`config.mk`:
```
export PLATFORM = sky130hd
export DESIGN_NAME = cfu_bank_writer
export DESIGN_NICKNAME = d
export VERILOG_FILES = /design/src/rtl/cfu_bank_pkg.sv /design/src/rtl/bank_wr_decode.sv /design/src/rtl/cfu_bank_writer.sv
export SDC_FILE = /design/constraint.sdc
export NUM_CORES = 1
export LEC_CHECK = 0
export CAP_MARGIN = 10
export CORE_UTILIZATION = 52
export DETAILED_ROUTE_END_ITERATION = 7
export PLACE_DENSITY = 0.87
export SLEW_MARGIN = 20
export SYNTH_ARGS = -nofsm -noshare
export SYNTH_HDL_FRONTEND = slang
export SYNTH_HIERARCHICAL = 1
export SYNTH_SLANG_ARGS = --single-unit
export TNS_END_PERCENT = 50
```
`constraint.sdc`:
```
create_clock -name clk -period 10 [get_ports clk]
set_input_delay 3 -clock clk [delete_from_list [all_inputs] [get_ports clk]]
set_output_delay 3 -clock clk [all_outputs]
set_load 0.03 [all_outputs]
```
`src/rtl/cfu_bank_pkg.sv`:
```
`default_nettype none
// ============================================================================
// Module      : cfu_bank_pkg
// Description : Shared constants and types for the scratchpad bank writer
//               CFU: op encodings, FSM state type, bank geometry.
// Revision    : 1.0 - initial release
// ============================================================================
package cfu_bank_pkg;

  // Bank geometry. A pointer is {bank, word address}.
  localparam int ADDR_W    = 14;
  localparam int BANK_W    = 2;
  localparam int NUM_BANKS = 4;
  localparam int PTR_W     = BANK_W + ADDR_W;
  localparam int CNT_W     = 16;

  // Operation select, function_id[2:0]
  localparam logic [2:0] OP_WRITE   = 3'd0;
  localparam logic [2:0] OP_SET_PTR = 3'd1;
  localparam logic [2:0] OP_STREAM  = 3'd2;
  localparam logic [2:0] OP_FILL    = 3'd3;
  localparam logic [2:0] OP_STATUS  = 3'd4;

  typedef enum logic [1:0] {
    ST_IDLE = 2'd0,
    ST_FILL = 2'd1,
    ST_RESP = 2'd2
  } state_e;

endpackage
`default_nettype wire

```
`src/rtl/bank_wr_decode.sv`:
```
`default_nettype none
// ============================================================================
// Module      : bank_wr_decode
// Description : Registers one write request and decodes its bank field into
//               a one-hot write strobe. Address and data are shared by all
//               banks and hold their last value between writes.
// Ports       : clk, reset (async, active-low)
//               wr_valid/wr_bank/wr_addr/wr_data - request for this cycle
//               bank_addr/bank_dout               - registered broadcast
//               bank_wen                          - registered one-hot strobe
// Revision    : 1.0 - initial release
// ============================================================================
module bank_wr_decode #(
  parameter int ADDR_W = 14,
  parameter int DATA_W = 32
) (
  input  logic                                clk,
  input  logic                                reset,
  input  logic                                wr_valid,
  input  logic [cfu_bank_pkg::BANK_W-1:0]     wr_bank,
  input  logic [ADDR_W-1:0]                   wr_addr,
  input  logic [DATA_W-1:0]                   wr_data,
  output logic [ADDR_W-1:0]                   bank_addr,
  output logic [DATA_W-1:0]                   bank_dout,
  output logic [cfu_bank_pkg::NUM_BANKS-1:0]  bank_wen
);
  import cfu_bank_pkg::*;

  logic [NUM_BANKS-1:0] w_wen_dec;
  logic [NUM_BANKS-1:0] r_wen;
  logic [ADDR_W-1:0]    r_addr;
  logic [DATA_W-1:0]    r_dout;

  for (genvar b = 0; b < NUM_BANKS; b++) begin : g_bank_dec
    assign w_wen_dec[b] = wr_valid && (wr_bank == BANK_W'(b));
  end

  always_ff @(posedge clk or negedge reset) begin
    if (!reset) begin
      r_wen  <= '0;
      r_addr <= '0;
      r_dout <= '0;
    end else begin
      r_wen <= w_wen_dec;
      // Address/data only move on a write so idle cycles do not toggle the banks.
      if (wr_valid) begin
        r_addr <= wr_addr;
        r_dout <= wr_data;
      end
    end
  end

  assign bank_addr = r_addr;
  assign bank_dout = r_dout;
  assign bank_wen  = r_wen;

endmodule
`default_nettype wire

```
`src/rtl/cfu_bank_writer.sv`:
```
`default_nettype none
// ============================================================================
// Module      : cfu_bank_writer
// Description : CFU that writes the four 32-bit scratchpad banks. Supports
//               single writes, pointer streaming, multi-cycle fills and a
//               status readback of {write count, pointer}.
// Ports       : clk, reset (async, active-low)
//               cmd_*  - CFU command handshake (function_id[2:0] = op)
//               rsp_*  - CFU response handshake, held until rsp_ready
//               portN_addr/dout/wen - bank write ports, N = 0..3
// Revision    : 1.0 - initial release
// ============================================================================
module cfu_bank_writer #(
  parameter int ADDR_W = 14,
  parameter int DATA_W = 32
) (
  input  logic              clk,
  input  logic              reset,
  input  logic              cmd_valid,
  output logic              cmd_ready,
  input  logic [9:0]        cmd_payload_function_id,
  input  logic [31:0]       cmd_payload_inputs_0,
  input  logic [31:0]       cmd_payload_inputs_1,
  output logic              rsp_valid,
  input  logic              rsp_ready,
  output logic [31:0]       rsp_payload_outputs_0,
  output logic [ADDR_W-1:0] port0_addr,
  output logic [DATA_W-1:0] port0_dout,
  output logic              port0_wen,
  output logic [ADDR_W-1:0] port1_addr,
  output logic [DATA_W-1:0] port1_dout,
  output logic              port1_wen,
  output logic [ADDR_W-1:0] port2_addr,
  output logic [DATA_W-1:0] port2_dout,
  output logic              port2_wen,
  output logic [ADDR_W-1:0] port3_addr,
  output logic [DATA_W-1:0] port3_dout,
  output logic              port3_wen
);
  import cfu_bank_pkg::*;

  state_e             r_state;
  logic [PTR_W-1:0]   r_ptr;
  logic [CNT_W-1:0]   r_wcnt;
  logic [CNT_W-1:0]   r_fill_rem;   // fill writes still to issue after the current one
  logic [DATA_W-1:0]  r_fill_data;
  logic [31:0]        r_rsp_payload;

  logic [2:0]         w_op;
  logic [CNT_W-1:0]   w_count;
  logic               w_accept;
  logic               w_fill_start;
  logic               w_wr_valid;
  logic [PTR_W-1:0]   w_wr_loc;
  logic [DATA_W-1:0]  w_wr_data;
  logic [PTR_W-1:0]   w_ptr_inc;
  logic [PTR_W-1:0]   w_ptr_next;
  logic [31:0]        w_rsp_next;
  logic [ADDR_W-1:0]  w_bank_addr;
  logic [DATA_W-1:0]  w_bank_dout;
  logic [NUM_BANKS-1:0] w_bank_wen;
  logic               w_unused;

  assign w_op     = cmd_payload_function_id[2:0];
  assign w_count  = cmd_payload_inputs_1[CNT_W-1:0];
  assign w_unused = ^{cmd_payload_function_id[9:3], cmd_payload_inputs_1[31:16]};

  // A response being consumed frees the unit in the same cycle.
  assign cmd_ready = (r_state == ST_IDLE) || ((r_state == ST_RESP) && rsp_ready);
  assign w_accept  = cmd_valid && cmd_ready;
  assign w_fill_start = w_accept && (w_op == OP_FILL) && (w_count != '0);

  // 16-bit modulo increment: the address carries into the bank field.
  assign w_ptr_inc = r_ptr + PTR_W'(1);

  // Write request for this cycle; registered by the decoder, so it strobes next cycle.
  always_comb begin
    w_wr_valid = 1'b0;
    w_wr_loc   = r_ptr;
    w_wr_data  = r_fill_data;
    if (r_state == ST_FILL) begin
      w_wr_valid = (r_fill_rem != '0);
    end else if (w_accept) begin
      case (w_op)
        OP_WRITE: begin
          w_wr_valid = 1'b1;
          w_wr_loc   = cmd_payload_inputs_1[PTR_W-1:0];
          w_wr_data  = cmd_payload_inputs_0;
        end
        OP_STREAM: begin
          w_wr_valid = 1'b1;
          w_wr_data  = cmd_payload_inputs_0;
        end
        OP_FILL: begin
          w_wr_valid = (w_count != '0);
          w_wr_data  = cmd_payload_inputs_0;
        end
        default: ;
      endcase
    end
  end

  always_comb begin
    w_ptr_next = r_ptr;
    w_rsp_next = 32'd0;
    case (w_op)
      OP_WRITE:   w_rsp_next = {16'd0, cmd_payload_inputs_1[15:0]};
      OP_SET_PTR: begin
        w_ptr_next = cmd_payload_inputs_1[PTR_W-1:0];
        w_rsp_next = {16'd0, r_ptr};
      end
      OP_STREAM: begin
        w_ptr_next = w_ptr_inc;
        w_rsp_next = {16'd0, w_ptr_inc};
      end
      OP_FILL: begin
        if (w_count != '0) w_ptr_next = w_ptr_inc;
        w_rsp_next = {16'd0, w_count};
      end
      OP_STATUS:  w_rsp_next = {r_wcnt, r_ptr};
      default: ;
    endcase
  end

  always_ff @(posedge clk or negedge reset) begin
    if (!reset) begin
      r_state       <= ST_IDLE;
      r_ptr         <= '0;
      r_wcnt        <= '0;
      r_fill_rem    <= '0;
      r_fill_data   <= '0;
      r_rsp_payload <= '0;
    end else begin
      // Counted when issued so the count is visible in the strobe cycle.
      if (w_wr_valid && (r_wcnt != '1)) r_wcnt <= r_wcnt + CNT_W'(1);

      case (r_state)
        ST_FILL: begin
          // The extra cycle with nothing left to issue places rsp_valid one
          // cycle after the last strobe.
          if (r_fill_rem == '0) begin
            r_state <= ST_RESP;
          end else begin
            r_fill_rem <= r_fill_rem - CNT_W'(1);
            r_ptr      <= w_ptr_inc;
          end
        end
        default: begin
          if (w_accept) begin
            r_ptr         <= w_ptr_next;
            r_rsp_payload <= w_rsp_next;
            if (w_fill_start) begin
              r_state     <= ST_FILL;
              r_fill_rem  <= w_count - CNT_W'(1);
              r_fill_data <= cmd_payload_inputs_0;
            end else begin
              r_state <= ST_RESP;
            end
          end else if ((r_state == ST_RESP) && rsp_ready) begin
            r_state <= ST_IDLE;
          end
        end
      endcase
    end
  end

  assign rsp_valid             = (r_state == ST_RESP);
  assign rsp_payload_outputs_0 = r_rsp_payload;

  bank_wr_decode #(
    .ADDR_W (ADDR_W),
    .DATA_W (DATA_W)
  ) u_decode (
    .clk       (clk),
    .reset     (reset),
    .wr_valid  (w_wr_valid),
    .wr_bank   (w_wr_loc[PTR_W-1 -: BANK_W]),
    .wr_addr   (w_wr_loc[ADDR_W-1:0]),
    .wr_data   (w_wr_data),
    .bank_addr (w_bank_addr),
    .bank_dout (w_bank_dout),
    .bank_wen  (w_bank_wen)
  );

  assign port0_addr = w_bank_addr;
  assign port1_addr = w_bank_addr;
  assign port2_addr = w_bank_addr;
  assign port3_addr = w_bank_addr;
  assign port0_dout = w_bank_dout;
  assign port1_dout = w_bank_dout;
  assign port2_dout = w_bank_dout;
  assign port3_dout = w_bank_dout;
  assign port0_wen  = w_bank_wen[0];
  assign port1_wen  = w_bank_wen[1];
  assign port2_wen  = w_bank_wen[2];
  assign port3_wen  = w_bank_wen[3];

endmodule
`default_nettype wire

```
==> flow_summary.ini, run 1 <==
[worst_setup_path]
slowest_stage = clkdlybuf4s50_1
worstPathCellList = clkdlybuf4s50_1, inv_1, a21oi_1, clkdlybuf4s50_1
cp_slowest_stage_delay_ns = 0.71
critPathMaxFanout = 2
required_ns = 7.00
start_kind = input port
r2r-start = r_state[0]
worstReg2RegEnd = r_fill_rem[14]
path_common_cell = clkdlybuf4s50_1
critPathKind = in2out
r2r_setup_slack_ns = 6.63
cp-end-kind = primary output
reg2reg_depth = 10
crit_arrival_ns = 4.47

[drt]
drt_wl_total_um = 26000
drtAntennaViolNets = 0
viasPerCell = 5.67
firstDrtPassIters = 5
routedWlPerCell_um = 17.9
vias = 8219
drcViolationCount = 0
drtIter0Drc = 584

[synthesis]
synth-edff-count = 0
synth-async-reset-ratio_pct = 100
synth_ff_type = dfrtp_1
yosysTopAreaCell = dfrtp_1
ys_ff_latch = 164
ys_seq_area_share_pct = 40.4
yosys_warnings = 6
synth.distinct_cells = 69
synth_top_area_share_pct = 40.4
synthTopCellsByArea = dfrtp_1 (40%), buf_4 (10%), mux2_4 (6.8%)
avgSynthCellArea_um2 = 9.40
synth.net_count = 1162
syn_area_mm2 = 0.0102
synthCells = 1081

[sta]
fin_ws_ns = 2.53
final_hold_viol_count = 0
fmax_mhz = 134
worstMarginPinSlew_ns = 1.15
setup_tns_ns = 0
relSlewSlack_pct = 23.3
final.setup_skew_ns = 0.00892
hold_slack_ns = 0.468
setup_viol = 0
period_minus_slack_ns = 7.47
slew_violations = 0
rsz0062_at_grt = false
min_period_over_period_pct = 74.7

[floorplan]
core_mm2 = 0.0190
die_h_um = 142
initial_utilization_pct = 53.6
row_count = 50
die_w_um = 142
die_area_mm2 = 0.0201
ios = 300

[layout]
final_nets = 1258
n_antenna_cell = 0
layout-drive-gt1-share_pct = 12.9
fillerInstances = 1452
syn_to_final_growth_pct = 23.5

[clock_tree]
cts_buffer_depth = 2
cts_resized = 0
clock_sinks = 164
cts_root_buf = clkbuf_16
cts_setup_buffers = 0
clock_latency_ns = 0.43
cts_tree = yes
clk_pin_slew_ns = 0.06
cts_max_level = 4
cts_buffers = 17
ctsHoldBuffers = 0

[worst_hold_path]
hold_class = reg2reg
holdPathStages = 2
min_to = rsp_payload_outputs_0[20]
hold_start = rsp_payload_outputs_0[20]

[status]
outcome = finished clean

[job]
cap_viol_max_count = 0

[place]
dpl.hpwl_um = 17600
finalWeightedCongestion = 0.876
io_buffers = 276
dpl_worst_slack_ns = 2.53

[power_and_ir_drop]
p_leak_nw = 5.67
peakVddDrop_v = 0.000110
p_per_area_mw_per_mm2 = 123

[global_routing]
grt_max_degree = 84
antenna_found_initial = 0
track_usage_pct = 25.8
grt_pass1_wl_um = 40600
grt_pass1_vias = 7820
grt_overflow = 0
[synthesized netlist by cell type (5+ instances only)]
cell and instances:
dfrtp_1 164, nand4_1 7, nor4_1 7, buf_2 18
clkbuf_1 38, nor2_1 67, o21ai_0 35, mux2i_1 21
mux2_4 46, buf_4 142, o221ai_1 5, a31oi_1 6
nand3_1 34, nand2_1 184, inv_1 17, or3_1 8
mux2_2 49, xnor2_1 17, xor2_1 12, nor3_1 28
a21oi_1 56, o22a_1 9, a211oi_1 13, and3_1 11
[area by class of cell]
class	count	area, um^2	area share [%]
multi-input cells	691	4610	36.8
flip-flops and latches	164	4100	32.7
repair buffers	286	2840	22.7
clock buffers	17	425	3.39
well taps	260	325	2.59
clock inverters	15	171	1.37
inverters	17	63.8	0.509
[sequential cells by signal, summed over array words and instances, names as in the netlist]
signal	flops
r_state	2
u_decode/bank_addr	14
u_decode/bank_dout	32
r_fill_rem	16
u_decode/bank_wen	4
r_fill_data	32
rsp_payload_outputs_0	32
r_wcnt	16
r_ptr	16
[routing by layer]
metal  wire, um  global-route usage [%]
met1      10100                    31.0
met3       1770                    4.52
met2      13400                    45.8
met4        736                    10.5
met5          0                       0
[stage by stage]
step	instance area [um^2]	utilization [%]	std cells	total power [mW]
after floorplan	10200	-	1081	0.818
after global placement	11900	63.0	1418	0.884
after detailed placement	11900	63.0	1418	0.891
after CTS	12500	66.2	1450	1.55
after global routing	12500	66.2	1450	1.60
final	12500	66.2	1450	1.55
[logic make-up after synthesis]
| kind of cell | count (synthesis) | synth area share (%) |
|---|---|---|
| XOR/XNOR | 29 | 2.50 |
| AND/OR/NAND/NOR | 373 | 16.6 |
| flip-flops | 164 | 40.4 |
| multiplexers | 117 | 14.4 |
| AO/OA/AOI/OAI | 169 | 11.1 |
| adder cells (fa/ha/maj) | 3 | 0.370 |
| buffers and inverters | 226 | 14.6 |
[placed cells by master (no fill, tap or decap), types with 5 or more instances in the layout]
master,count
and3_1,11
a31oi_1,6
nand2_1,184
xnor2_1,17
a21oi_1,56
mux2i_1,21
xor2_1,12
buf_4,9
clkbuf_16,17
mux2_2,49
nor4_1,7
nand3_1,33
clkdlybuf4s50_1,275
a211oi_1,13
or3_1,8
o21ai_0,35
nor3_1,28
nand4_1,7
nor2_1,67
mux2_4,46
dfrtp_1,164
inv_1,17
o221ai_1,5
o22a_1,9
[worst max-delay path by stage]
stage / depth (start not counted) / start / end
floorplan: 2 / rsp_ready / cmd_ready
global placement: 4 / rsp_ready / cmd_ready
detailed placement: 4 / rsp_ready / cmd_ready
CTS: 4 / rsp_ready / cmd_ready
global route: 4 / rsp_ready / cmd_ready
finish: 4 / rsp_ready / cmd_ready
[power breakdown]
| group | total (mW) | internal [mW] | switching, mW |
|---|---|---|---|
| logic | 0.177 | 0.0769 | 0.101 |
| registers | 0.705 | 0.683 | 0.0227 |
| clock network | 0.663 | 0.374 | 0.289 |
[worst max-delay path: cells and delay by family]
kind                   cells  cell delay (ns)
AOI/OAI and AO/OA          1             0.21
buffers and inverters      3             1.26
(Power assumes the default switching activity.)
==> inputs of run 2 (changes only) <==
- CORE_UTILIZATION: 52 -> 44
- PLACE_DENSITY: 0.87 -> 0.78
- clock period: 10 -> 6.45 ns (I/O delays scaled with it)
==> run 2 against run 1 <==
  * Worst setup slack worse by 1.5 ns
  * Die area up 18%
  * Worst hold slack worse by 0.00080 ns
  * Clock power up 66%
  * Critical path depth unchanged
  * Core utilization down 10 points
  * Wire length up 0.51%
  * Clock skew about the same
  * Sequential power up 55%
  * Critical path type unchanged
  * Via count down 2.0%
==> flow_summary.ini, run 2 (synthesis results as in run 1) <==
[worst_setup_path]
cp-end-kind = primary output
cp-startpoint = rsp_ready
worstReg2RegEnd = r_fill_rem[14]
reg2reg_depth = 10
endpoint = cmd_ready
r2r-start = r_state[0]
critPathKind = in2out
r2r_setup_slack_ns = 2.91
start_kind = input port
worstPathCellList = clkdlybuf4s50_1, inv_1, a21oi_1, clkdlybuf4s50_1
critPathMaxFanout = 2
crit_arrival_ns = 3.49
required_ns = 4.51
slowest_stage = clkdlybuf4s50_1
path_common_cell = clkdlybuf4s50_1
cp_slowest_stage_delay_ns = 0.73

[global_routing]
antenna_found_initial = 0
track_usage_pct = 22.0
grt_max_degree = 74
grt_pass1_wl_um = 41300
grt_pass1_vias = 7687
grt_overflow = 0

[place]
dpl.hpwl_um = 18200
place_area_mm2 = 0.0120
io_buffers = 276
finalWeightedCongestion = 0.863

[sta]
fmax_mhz = 184
final.setup_skew_ns = 0.00855
final_hold_viol_count = 0
setup_tns_ns = 0
min_period_over_period_pct = 84.2
worstMarginPinSlew_ns = 0.849
period_minus_slack_ns = 5.43
setup_viol = 0
relSlewSlack_pct = 43.2
slew_violations = 0
rsz0062_at_grt = false

[clock_tree]
cts_tree = yes
clock_latency_ns = 0.43
cts_buffer_depth = 2
cts_root_buf = clkbuf_16
cts_setup_buffers = 0
clk_pin_slew_ns = 0.07
ctsHoldBuffers = 0
cts_max_level = 4
clock_sinks = 164
cts_buffers = 17
cts_resized = 0

[floorplan]
ios = 300
die_w_um = 154
core_mm2 = 0.0226
row_count = 55
initial_utilization_pct = 44.9
die_h_um = 154
die_area_mm2 = 0.0237

[layout]
syn_to_final_growth_pct = 24.4
final_cell_mix = clkdlybuf4s50_1 (275), nand2_1 (184), dfrtp_1 (164)
fillerInstances = 1932
layout-drive-gt1-share_pct = 13.2
final_nets = 1264
mostFrequentLayoutCell = clkdlybuf4s50_1
n_antenna_cell = 0
design_area_mm2 = 0.0126

[drt]
vias = 8052
viasPerCell = 5.44
drtAntennaViolNets = 0
drcViolationCount = 0
drtIter0Drc = 503
drt_wl_total_um = 26100
firstDrtPassIters = 7
routedWlPerCell_um = 17.6

[power_and_ir_drop]
p_per_area_mw_per_mm2 = 195
p_leak_nw = 5.72
peakVddDrop_v = 0.000151

[status]
outcome = finished clean

[job]
cap_viol_max_count = 0

[worst_hold_path]
hold_class = reg2reg
[run 2: stage by stage]
step / cells / hold WS (ns) / total power [mW] / util (%) / setup slack, ns
after global routing: 1480 / 0.504 / 2.55 / 55.8 / 0.976
after CTS: 1480 / 0.470 / 2.48 / 55.8 / 1.00
after floorplan: 1081 / 0.440 / 1.27 / - / 1.98
after detailed placement: 1449 / 0.454 / 1.38 / 53.1 / 1.02
final: 1480 / 0.467 / 2.46 / 55.8 / 1.02
after global placement: 1449 / 0.450 / 1.37 / 53.1 / 1.04
[run 2: report_power, final]
part | switching, mW | internal (mW) | total, mW | leakage [nW]
combinational | 0.150 | 0.120 | 0.270 | 3.26
sequential | 0.0345 | 1.06 | 1.09 | 2.15
clock | 0.442 | 0.654 | 1.10 | 0.306
total | 0.627 | 1.83 | 2.46 | 5.72
[run 2: layer usage]
layer / vias to the layer above / track usage [%] / wire [um]
met5: - / 0 / 0
met4: 0 / 7.43 / 518
met3: 37 / 3.83 / 1560
met2: 326 / 39.2 / 13100
met1: 3898 / 26.7 / 10900
li1: 3791 / - / -
[run 2: how the worst min path moves through the flow]
stage	startpoint	endpoint	slack, ns	cells after the start
3_5_place_dp	rsp_payload_outputs_0[24]	rsp_payload_outputs_0[24]	0.45	2
6_report	rsp_payload_outputs_0[26]	rsp_payload_outputs_0[26]	0.47	2
2_1_floorplan	r_fill_data[0]	r_fill_data[0]	0.44	2
3_3_place_gp	rsp_payload_outputs_0[25]	rsp_payload_outputs_0[25]	0.45	2
4_1_cts	rsp_payload_outputs_0[24]	rsp_payload_outputs_0[24]	0.47	2
5_1_grt	rsp_payload_outputs_0[19]	rsp_payload_outputs_0[19]	0.50	2
[run 2: layout make-up]
type / instances / area, um^2 / area share, %
repair buffers: 292 / 2880 / 22.8
inverters: 17 / 63.8 / 0.505
multi-input cells: 691 / 4600 / 36.4
flip-flops and latches: 164 / 4100 / 32.5
clock inverters: 14 / 201 / 1.59
clock buffers: 17 / 425 / 3.37
well taps: 285 / 357 / 2.82
[run 2: critical path: cells and delay by family]
family	cells	cell delay (ns)
AO/OA/AOI/OAI	1	0.27
buffers and inverters	3	1.29
